`src/rtl/booth_mac_accum_if.sv`:
```
// ---------------------------------------------------------------------------
// booth_mac_accum_if
// Product-stream and frame-result bundle for booth_mac_accum.
//   Input stream : in_valid, in_ready, in_prod[PROD_W], in_last
//   Output frame : out_valid, out_ready, out_sum[ACC_W], out_count[CNT_W],
//                  out_sat
// Modports:
//   slave  - the accumulator (sinks products, sources completed frames)
//   master - the environment (sources products, sinks completed frames)
// ---------------------------------------------------------------------------
interface booth_mac_accum_if #(
   parameter int PROD_W = 8,
   parameter int ACC_W  = 16,
   parameter int CNT_W  = 8
) ();

   logic              in_valid;
   logic              in_ready;
   logic [PROD_W-1:0] in_prod;
   logic              in_last;
   logic              out_valid;
   logic              out_ready;
   logic [ACC_W-1:0]  out_sum;
   logic [CNT_W-1:0]  out_count;
   logic              out_sat;

   modport slave (
      input  in_valid, in_prod, in_last, out_ready,
      output in_ready, out_valid, out_sum, out_count, out_sat
   );

   modport master (
      output in_valid, in_prod, in_last, out_ready,
      input  in_ready, out_valid, out_sum, out_count, out_sat
   );

endinterface

```
`src/rtl/booth_mac_accum.sv`:
```
// ---------------------------------------------------------------------------
// booth_mac_accum
// Accumulates a stream of signed Booth-multiplier products into a saturating
// accumulator. The beat flagged in_last closes the frame: its sum, term count
// and a sticky "clipped at least once" flag are loaded into a one-entry
// output register presented over a valid/ready handshake.
// Ports:
//   clk  - rising-edge clock
//   rst  - synchronous active-high reset
//   bus  - booth_mac_accum_if.slave: product stream in, frame result out
// ---------------------------------------------------------------------------
module booth_mac_accum #(
   parameter int PROD_W = 8,
   parameter int ACC_W  = 16,
   parameter int CNT_W  = 8
) (
   input logic               clk,
   input logic               rst,
   booth_mac_accum_if.slave  bus
);

   localparam logic [ACC_W-1:0] MAX_POS = {1'b0, {(ACC_W-1){1'b1}}};
   localparam logic [ACC_W-1:0] MIN_NEG = {1'b1, {(ACC_W-1){1'b0}}};
   localparam logic [CNT_W-1:0] CNT_MAX = {CNT_W{1'b1}};
   localparam logic [CNT_W-1:0] CNT_ONE = {{(CNT_W-1){1'b0}}, 1'b1};

   typedef enum logic [0:0] {
      ST_ACCUM = 1'b0,
      ST_HOLD  = 1'b1
   } state_t;

   // Clamp an ACC_W+1 bit sum into ACC_W bits. Returns {ovf, value}.
   // The extra bit cannot itself overflow, so a mismatch between the two
   // top bits is exactly the out-of-range condition.
   function automatic logic [ACC_W:0] sat_fn(input logic [ACC_W:0] s);
      logic [ACC_W:0] r;
      if (s[ACC_W] != s[ACC_W-1]) begin
         if (s[ACC_W] == 1'b0) begin
            r = {1'b1, MAX_POS};
         end else begin
            r = {1'b1, MIN_NEG};
         end
      end else begin
         r = {1'b0, s[ACC_W-1:0]};
      end
      return r;
   endfunction

   state_t            state_r;
   state_t            state_nxt_s;
   logic [ACC_W-1:0]  acc_r;
   logic [CNT_W-1:0]  count_r;
   logic              sticky_r;
   logic [ACC_W-1:0]  out_sum_r;
   logic [CNT_W-1:0]  out_count_r;
   logic              out_sat_r;

   logic              out_valid_s;
   logic              in_ready_s;
   logic              accept_s;
   logic [ACC_W:0]    sum_s;
   logic [ACC_W:0]    sat_res_s;
   logic              ovf_s;
   logic [ACC_W-1:0]  sat_sum_s;
   logic [CNT_W-1:0]  count_inc_s;

   // The output register is occupied exactly while in HOLD.
   assign out_valid_s   = (state_r == ST_HOLD);
   assign in_ready_s    = ~out_valid_s | bus.out_ready;
   assign accept_s      = bus.in_valid & in_ready_s;

   assign bus.in_ready  = in_ready_s;
   assign bus.out_valid = out_valid_s;
   assign bus.out_sum   = out_sum_r;
   assign bus.out_count = out_count_r;
   assign bus.out_sat   = out_sat_r;

   // Datapath: sign-extended add, saturation and saturating term count.
   always_comb begin
      sum_s       = {acc_r[ACC_W-1], acc_r}
                  + {{(ACC_W+1-PROD_W){bus.in_prod[PROD_W-1]}}, bus.in_prod};
      sat_res_s   = sat_fn(sum_s);
      ovf_s       = sat_res_s[ACC_W];
      sat_sum_s   = sat_res_s[ACC_W-1:0];
      count_inc_s = count_r;
      if (count_r == CNT_MAX) begin
         count_inc_s = count_r;
      end else begin
         count_inc_s = count_r + CNT_ONE;
      end
   end

   // Next-state logic for the output-register occupancy FSM.
   always_comb begin
      state_nxt_s = state_r;
      case (state_r)
         ST_ACCUM: begin
            if (accept_s && bus.in_last) begin
               state_nxt_s = ST_HOLD;
            end else begin
               state_nxt_s = ST_ACCUM;
            end
         end
         ST_HOLD: begin
            // A closing beat taken in the same cycle the held frame drains
            // refills the register immediately (no bubble).
            if (bus.out_ready) begin
               if (accept_s && bus.in_last) begin
                  state_nxt_s = ST_HOLD;
               end else begin
                  state_nxt_s = ST_ACCUM;
               end
            end else begin
               state_nxt_s = ST_HOLD;
            end
         end
         default: begin
            state_nxt_s = ST_ACCUM;
         end
      endcase
   end

   // State register.
   always_ff @(posedge clk) begin
      if (rst) begin
         state_r <= ST_ACCUM;
      end else begin
         state_r <= state_nxt_s;
      end
   end

   // Accumulator, counter, sticky flag and output frame register.
   always_ff @(posedge clk) begin
      if (rst) begin
         acc_r       <= {ACC_W{1'b0}};
         count_r     <= {CNT_W{1'b0}};
         sticky_r    <= 1'b0;
         out_sum_r   <= {ACC_W{1'b0}};
         out_count_r <= {CNT_W{1'b0}};
         out_sat_r   <= 1'b0;
      end else if (accept_s && bus.in_last) begin
         out_sum_r   <= sat_sum_s;
         out_count_r <= count_inc_s;
         out_sat_r   <= sticky_r | ovf_s;
         acc_r       <= {ACC_W{1'b0}};
         count_r     <= {CNT_W{1'b0}};
         sticky_r    <= 1'b0;
      end else if (accept_s) begin
         acc_r       <= sat_sum_s;
         count_r     <= count_inc_s;
         sticky_r    <= sticky_r | ovf_s;
      end else begin
         acc_r       <= acc_r;
         count_r     <= count_r;
         sticky_r    <= sticky_r;
      end
   end

endmodule

```
`src/flat_wrapper.sv`:
```
// flat-port wrapper written by rule: the top's interface ports become plain ports
module booth_mac_accum_flat 
#(
   parameter int PROD_W = 8,
   parameter int ACC_W  = 16,
   parameter int CNT_W  = 8
)
  (clk, rst, bus_in_valid, bus_in_prod, bus_in_last, bus_out_ready, bus_in_ready, bus_out_valid, bus_out_sum, bus_out_count, bus_out_sat);
  booth_mac_accum_if #(.PROD_W(PROD_W), .ACC_W(ACC_W), .CNT_W(CNT_W)) bus_i ();
  input logic clk;
  input logic rst;
  input wire logic [$bits(bus_i.in_valid)-1:0] bus_in_valid;
  input wire logic [$bits(bus_i.in_prod)-1:0] bus_in_prod;
  input wire logic [$bits(bus_i.in_last)-1:0] bus_in_last;
  input wire logic [$bits(bus_i.out_ready)-1:0] bus_out_ready;
  output wire logic [$bits(bus_i.in_ready)-1:0] bus_in_ready;
  output wire logic [$bits(bus_i.out_valid)-1:0] bus_out_valid;
  output wire logic [$bits(bus_i.out_sum)-1:0] bus_out_sum;
  output wire logic [$bits(bus_i.out_count)-1:0] bus_out_count;
  output wire logic [$bits(bus_i.out_sat)-1:0] bus_out_sat;
  assign bus_i.in_valid = bus_in_valid;
  assign bus_i.in_prod = bus_in_prod;
  assign bus_i.in_last = bus_in_last;
  assign bus_i.out_ready = bus_out_ready;
  assign bus_in_ready = bus_i.in_ready;
  assign bus_out_valid = bus_i.out_valid;
  assign bus_out_sum = bus_i.out_sum;
  assign bus_out_count = bus_i.out_count;
  assign bus_out_sat = bus_i.out_sat;
  booth_mac_accum #(.PROD_W(PROD_W), .ACC_W(ACC_W), .CNT_W(CNT_W)) u_core (.clk(clk), .rst(rst), .bus(bus_i));
endmodule
```
`config.mk`:
```
export PLATFORM = sky130hd
export DESIGN_NAME = booth_mac_accum_flat
export DESIGN_NICKNAME = d
export VERILOG_FILES = /design/src/rtl/booth_mac_accum_if.sv /design/src/rtl/booth_mac_accum.sv /design/src/flat_wrapper.sv
export SDC_FILE = /design/constraint.sdc
export NUM_CORES = 1
export LEC_CHECK = 0
export ABC_AREA = 1
export CAP_MARGIN = 15
export CORE_MARGIN = 2
export CORE_UTILIZATION = 40
export DETAILED_ROUTE_END_ITERATION = 8
export GPL_TIMING_DRIVEN = 0
export PLACE_DENSITY_LB_ADDON = 0.1
export SLEW_MARGIN = 10
export SYNTH_ARGS = -nofsm -noshare
export SYNTH_HDL_FRONTEND = slang
export SYNTH_SLANG_ARGS = --single-unit
```
`constraint.sdc`:
```
create_clock -name clk -period 4.6 [get_ports clk]
set_input_delay 0.46 -clock clk [delete_from_list [all_inputs] [get_ports clk]]
set_output_delay 0.46 -clock clk [all_outputs]
set_load 0.03 [all_outputs]
```
---- Word-level counts from Yosys, hierarchy flattened ----
Cells that the tools add are included.
cells by class
  $add $sub $neg .......................... 2
  multiply operators ...................... 0
  div/mod/pow operators ................... 0
  order comparisons ....................... 0
  eq/ne operators ......................... 2
  shift operators ......................... 0
  mux-type cells .......................... 6
  bitwise operators ....................... 4
  reduce and logical (&&, ||, !) cells .... 2
operators by type and width
  operator                                     number
  adder 16 x 8 -> 17 bit                       1
  two-way mux 17 bit                           1
  two-way mux 16 bit                           1
  adder 8 x 1 -> 8 bit, second input constant  1
  == test 8 bit, second input constant         1
  two-way mux 8 bit                            1
  two-way mux 1 bit                            2
  bitwise OR 1 bit                             2
  one-hot mux 1 bit (2 select lines)           1
  OR reduction 2 bit                           1
  bitwise AND 1 bit                            1
  logical AND 1 bit                            1
  inequality test 1 bit                        1
  inverter 1 bit                               1
storage, ports and cells
  flip-flop bits (word level) ............. 51
  bits in latches ......................... 0
  RAM bits ................................ 0
  memory bits (read-only) ................. 0
  bits of input ports ..................... 13
  output and inout bits ................... 27
  logic and storage cells ................. 23
  memories ................................ 0

---- Depth between registers and ports, before layout ----
Gate-level depths: netlist of run 1.
  depth in word-level cells ............... 7
  mapped depth ............................ 20
  mapped depth without buffers ............ 18

---- Least setup slack after synthesis of run 1 ----
OpenSTA, ideal clock, no wires.
  path kind ............................... input -> register
  from .................................... in bus_in_prod[0]
  to ...................................... reg u_core.out_sum_r[13] (netlist: u_core.bus.out_sum[13])
  setup time .............................. 0.058 ns
  arrival ................................. 2.714 ns
  data required time ...................... 4.542 ns
  slack ................................... 1.828 ns
  stages .................................. 20
  buffers on the path ..................... 2
  path through ............................ ha_1 -> inv_1 -> fa_1 -> inv_1 -> nand2_1 -> nand2_1 -> nand3_1 -> nand2_2 -> nand2_1 -> nand2_1 -> nand2_2 -> nand2_1 -> ha_1 -> clkbuf_2 -> inv_1 -> clkbuf_1 -> nand3_1 -> nand2_1 -> nand2_1 -> nand2_1
between the ends
  cells in the longest elaborated chain, start to end .. 3
  elaborated cells on any way between the ends .. 4
  those cells by class .................... add/sub: 1; eq/ne: 1; mux: 2
RTL lines
  what                                                         line                                          source
  start, declared                                              flat_wrapper.sv:13                            input wire logic [$bits(bus_i.in_prod)-1:0] bus_in_prod;
  adder 16 x 8 -> 17 bit *                                     booth_mac_accum.sv:81                         + {{(ACC_W+1-PROD_W){bus.in_prod[PROD_W-1]}}, bus.in_prod};
  two-way mux 16 bit or inequality test 1 bit (tied branches)  booth_mac_accum.sv:38, booth_mac_accum.sv:37
  two-way mux 17 bit *                                         booth_mac_accum.sv:37                         if (s[ACC_W] != s[ACC_W-1]) begin
  end signal, assigned                                         booth_mac_accum.sv:138                        out_sum_r <= {ACC_W{1'b0}};
  end signal, assigned                                         booth_mac_accum.sv:142                        out_sum_r <= sat_sum_s;
  end, declared                                                booth_mac_accum.sv:54                         logic [ACC_W-1:0] out_sum_r;
Mark *: on every way between the ends. The rest lies on a longest branch, timed or not.
A chain may end at the register's enable or synchronous reset.

---- Final worst setup path of run 1 ----
  from .................................... in bus_in_prod[7]
  to ...................................... reg u_core.acc_r[9]
between the ends
  cells in the longest elaborated chain, start to end .. 3
  elaborated cells on any way between the ends .. 4
  those cells by class .................... add/sub: 1; eq/ne: 1; mux: 2
RTL lines
  what                                                         line                                          source
  adder 16 x 8 -> 17 bit *                                     booth_mac_accum.sv:81
  two-way mux 16 bit or inequality test 1 bit (tied branches)  booth_mac_accum.sv:38, booth_mac_accum.sv:37
  two-way mux 17 bit *                                         booth_mac_accum.sv:37
  end signal, assigned                                         booth_mac_accum.sv:135                        acc_r <= {ACC_W{1'b0}};
  end signal, assigned                                         booth_mac_accum.sv:145                        acc_r <= {ACC_W{1'b0}};
  end signal, assigned                                         booth_mac_accum.sv:149                        acc_r <= sat_sum_s;
  end, declared                                                booth_mac_accum.sv:51                         logic [ACC_W-1:0] acc_r;
Marks and branches as above.

==> results of run 1 <==
sequential cells by signal (all words and copies together), names as in the netlist:
name,count
u_core.count_r,8
u_core.bus.out_sum,16
u_core.bus.out_sat,1
u_core.bus.out_valid,1
u_core.bus.out_count,8
u_core.sticky_r,1
u_core.acc_r,16
metal layers:
metal  global-route usage [%]  part of all wire, %
met1                     26.2                   50
met2                     31.3                   45
met3                     3.35                  4.4
met4                     2.90                 0.76
met5                        0                    0
path summary, 6_finish.rpt:
| path | start | end | slack (ps) | cells past startpoint |
|---|---|---|---|---|
| setup reg to reg | u_core.acc_r[0] | u_core.acc_r[9] | 1230 | 20 |
| hold / removal | u_core.bus.out_sum[11] | u_core.bus.out_sum[11] | 450 | 2 |
| setup / recovery | bus_in_prod[7] | u_core.acc_r[9] | 720 | 17 |
| hold reg to reg | u_core.bus.out_sum[11] | u_core.bus.out_sum[11] | 450 | 2 |
cells in the mapped netlist:
library cell / instances / share of area, %
a21o_1: 1 / 0.23
a21oi_1: 21 / 3.2
a31oi_1: 3 / 0.57
and2_1: 1 / 0.19
and3_1: 1 / 0.19
buf_2: 3 / 0.46
buf_4: 3 / 0.69
buf_6: 3 / 1.0
buf_8: 2 / 0.92
clkbuf_1: 2 / 0.23
clkbuf_2: 1 / 0.15
dfxtp_1: 51 / 31
fa_1: 1 / 0.61
ha_1: 19 / 7.2
inv_1: 80 / 9.2
inv_2: 6 / 0.69
nand2_1: 178 / 20
nand2_2: 8 / 1.5
nand3_1: 32 / 4.9
nand3_2: 9 / 2.7
nand3_4: 1 / 0.53
nand3b_1: 1 / 0.23
nand4_1: 7 / 1.3
nor2_1: 44 / 5.0
nor2_2: 2 / 0.38
nor3_1: 1 / 0.15
o211ai_1: 1 / 0.23
o21ai_0: 24 / 3.7
o21bai_1: 1 / 0.23
or2_2: 2 / 0.38
xnor2_1: 1 / 0.27
xor2_1: 5 / 1.3
worst max-delay path, cell delays in order:
cell and delay (ps):
clkdlybuf4s50_1 640, ha_1 500, nand2_1 120, nor2_1 150, nand3_1 140, nand3_1 140, nand4_1 90, nand2_1 140
xor2_1 170, ha_1 240, clkbuf_2 210, inv_1 110, clkbuf_1 480, nand3_1 290, nand3_1 150, nand2_1 50
inv_1 40
cell families after synthesis:
logic type,count (synthesis)
AOI/OAI and AO/OA,51
xor gates and xnor gates,6
buffers and inverters,100
adders and majority gates,20
DFF,51
and+or+nand+nor,287
report_power, final:
part	switching (mW)	internal (mW)	total [mW]
logic	0.480	0.283	0.763
registers	0.0333	0.499	0.532
clock network	0.147	0.137	0.284
through the flow:
step	std cells	utilization, %
floorplan	515	-
global placement	659	47.0
detailed placement	659	47.0
CTS	667	48.3
global route	667	48.3
finish	667	48.3
cell usage in the layout, fill, tap and decap left out, drive strengths merged, types with 3 or more instances in the layout:
cell type      synthesis  layout
a21oi                 21      21
a31oi                  3       3
buf                   11      11
clkbuf                 3      10
clkdlybuf4s50          0      39
dfxtp                 51      51
ha                    19      19
inv                   86      86
nand2                186     186
nand3                 42      42
nand4                  7       7
nor2                  46      46
o21ai                 24      24
xor2                   5       5
area by class of cell:
| type | instances | area share (%) |
|---|---|---|
| Multi-Input combinational cell | 364 | 46.7 |
| Sequential cell | 51 | 26.1 |
| Timing Repair Buffer | 39 | 10.0 |
| Inverter | 86 | 8.27 |
| Tap cell | 105 | 3.36 |
| Buffer | 14 | 2.92 |
| Clock buffer | 7 | 2.47 |
| Clock inverter | 1 | 0.192 |
==> flow_summary.toml, run 1 <==
[power_and_ir_drop]
p_total_mw = 1.58
power_per_cell_area_nw_per_um2 = 404
peakVddDrop_mv = 0.239
p_leak_nw = 2.12

[sta]
min_period_ps = 3880
slew_headroom_pct = 59.0
drv_slew = 0
hold_viol = 0
finalSetupViolations = 0
fin_hold_ws_ps = 454
tightest_slew_ps = 615
rsz0062_at_grt = "no"
setup_ws_ps = 717
tns_ps = 0
fin_skew_ps = 4.07
period_share_pct = 84.4
fmax_ghz = 0.258

[cells_and_area]
multiInputGateArea_um2 = 1820
syn_to_final_growth_pct = 19.1
drive_gt1_share_pct = 8.54
fin_area_um2 = 3910
regArea_um2 = 1020
fillers = 878
antennaDiodeCount = 0
nets = 594

[clock_tree]
cts-buffers-inserted = 5
postCtsResizedCells = 0
clock-sinks = 51
cts-root-buf = "clkbuf_8"
cts_tree = "built"
clkTransAtPathRegs_ps = 90
cts.path.max_buffers = 2
cts_setup_buffers = 0
clk_latency_ps = 300
htree_levels = 2
cts_hold_buf = 0

[floorplan]
start_util_pct = 40.5
die_w_um = 94.5
std_cell_rows = 33
ioPinCount = 40
die_y_um = 94.5
coreArea_um2 = 8090
die_area_um2 = 8940

[setup_path]
endpoint_kind = "flip-flop"
cp_max_fo = 10
worstPathRequired_ps = 4850
crit_arrival_ps = 4140
crit_type = "in -> reg"
critPathLaunchType = "input pin"

[place]
dp_worst_setup_slack_ps = 410
place.gp.congestion = 0.840
place_area_um2 = 3800
port_buffers = 39
dp_hpwl_mm = 6.23

[grt]
track_usage_pct = 18.9
grt_pass1_wl_mm = 13.3
grt_pass1_vias = 2851
antenna_found_initial = 0
grt-ovfl-total = 0
grt_max_degree = 16

[yosys]
avgSynthCellArea_um2 = 6.37
synth-seq-cells = 51
synthXorXnorAreaFrac_pct = 1.60
synth_top_family_by_area = "simple AND/OR/NAND/NOR gates"
yosysUniqueCellTypes = 32
ys_seq_area_share_pct = 31.1
yosysWarnings = 0
synthCells = 515
synth-simple-area-share_pct = 38.0
synth_compound_area_share_pct = 8.13
synthAdderAreaFrac_pct = 7.86
syn_nets = 548
netlist_area_um2 = 3280
synthMuxAreaShare_pct = 0

[hold_path]
hold_path.class = "reg -> reg"

[run]
maxCapViolCount = 0

[routing]
antenna_left = 0
via_per_inst = 4.74
vias = 3161
postRouteWirelength_mm = 8.06
route.detailed.drc = 0
dr.pass1.iters = 4
wl_per_cell_um = 12.1
drt_iter0_drc = 156

[status]
status = "finished clean"
No activity file was read; power rests on OpenSTA's default activity.
==> run 2, diff against run 1 <==
Clock period 4.6 ns to 3.9 ns, I/O delays scaled along.
==> run 2 against run 1 <==
First-iteration DRC count decreased by 13%. Core utilization unchanged. Setup slack worse by 360 ps. Highest routed layer unchanged. Largest cell class unchanged. Clock power increased by 17%. Clock skew is 1.3 ps higher. Wire length shrank 0.27%.
==> flow_summary.toml, run 2 (synthesis results as in run 1) <==
[status]
status = "finished clean"

[floorplan]
coreArea_um2 = 8090
std_cell_rows = 33
start_util_pct = 40.5
die_y_um = 94.5
ioPinCount = 40
die_area_um2 = 8940
die_w_um = 94.5

[clock_tree]
cts.path.max_buffers = 2
cts-buffers-inserted = 5
clkTransAtPathRegs_ps = 90
clock-sinks = 51
htree_levels = 2
cts-root-buf = "clkbuf_8"
clk_latency_ps = 300
cts_setup_buffers = 0
cts_tree = "built"
cts_hold_buf = 0

[grt]
grt_max_degree = 16
antenna_found_initial = 0
track_usage_pct = 18.9
grt_pass1_vias = 2851
grt_pass1_wl_mm = 13.3
grt-ovfl-total = 0

[power_and_ir_drop]
p_leak_nw = 2.11
peakVddDrop_mv = 0.284
p_total_mw = 1.86
power_per_cell_area_nw_per_um2 = 476

[cells_and_area]
layout_common_cells = "nand2_1 (178), inv_1 (79), dfxtp_1 (51)"
final_cells = 666
nets = 593
syn_to_final_growth_pct = 19.1
final_common_cell = "nand2_1"
antennaDiodeCount = 0
drive_gt1_share_pct = 8.73

[setup_path]
crit_type = "in -> reg"
cp_max_fo = 11
endpoint_kind = "flip-flop"
worstPathRequired_ps = 4110
critPathLaunchType = "input pin"
crit_arrival_ps = 3750

[place]
port_buffers = 39
place.gp.congestion = 0.840
dp_worst_setup_slack_ps = -220
dp.cells = 659
dp_hpwl_mm = 6.23

[sta]
fin_skew_ps = 5.38
slew_headroom_pct = 64.7
setup_ws_ps = 354
rsz0062_at_grt = "no"
period_share_pct = 90.9
fmax_ghz = 0.282
fin_hold_ws_ps = 454
finalSetupViolations = 0
drv_slew = 0
hold_viol = 0
min_period_ps = 3550
tightest_slew_ps = 530

[routing]
postRouteWirelength_mm = 8.04
dr.pass1.iters = 5
route.detailed.drc = 0
vias = 3183
wl_per_cell_um = 12.1
via_per_inst = 4.78
antenna_left = 0
drt_iter0_drc = 136

[run]
maxCapViolCount = 0

[hold_path]
hold_path.class = "reg -> reg"
run 2: worst paths after layout:
path	startpoint	endpoint	slack (ps)	cells past startpoint
max	bus_in_prod[7]	u_core.acc_r[9]	350	16
min	u_core.bus.out_sum[11]	u_core.bus.out_sum[11]	450	2
max reg2reg	u_core.acc_r[0]	u_core.acc_r[9]	780	18
min reg2reg	u_core.bus.out_sum[11]	u_core.bus.out_sum[11]	450	2
run 2: what timing repair did:
| action | 4_1_cts | 5_1_grt |
|---|---|---|
| resized for setup | 0 | 1 |
| hold endpoints to repair | 0 | 0 |
| setup endpoints to repair | 0 | 18 |
run 2: through the flow:
stage | area, µm² | util, % | setup TNS [ps]
floorplan | 3280 | - | 0
global placement | 3800 | 47.0 | -2790
detailed placement | 3800 | 47.0 | -2960
CTS | 3910 | 48.3 | 0
global route | 3910 | 48.3 | 0
finish | 3910 | 48.3 | 0
run 2: layout make-up:
type / count / area [µm²]
Clock inverter: 1 / 7.51
Sequential cell: 51 / 1020
Timing Repair Buffer: 39 / 390
Multi-Input combinational cell: 364 / 1820
Inverter: 86 / 327
Tap cell: 105 / 131
Fill cell: 878 / 4190
Buffer: 13 / 110
Clock buffer: 7 / 96.3
run 2: power breakdown:
group / total (mW) / leakage [nW] / switching, mW / internal, mW
Clock: 0.333 / 0.0505 / 0.172 / 0.162
Combinational: 0.900 / 1.64 / 0.567 / 0.332
Sequential: 0.627 / 0.418 / 0.0393 / 0.588
Total: 1.86 / 2.11 / 0.778 / 1.08
run 2: critical path, cell delays in order:
cell and delay (ps):
clkdlybuf4s50_1 650, ha_1 480, nand2_1 140, inv_1 50, a21oi_1 200, nand3_1 150, nand4_1 100, nand2_1 110
xor2_1 160, ha_1 270, clkbuf_2 260, clkinvlp_4 330, nand3_1 260, nand3_1 100, nand2_1 60, inv_1 30
run 2: per-layer routing:
layer | track usage, % | wire, µm | vias to the layer above
met5 | 0 | 0 | -
met4 | 2.90 | 77 | 0
met3 | 3.35 | 334 | 8
met2 | 31.3 | 3570 | 67
met1 | 26.2 | 4060 | 1421
li1 | - | - | 1687
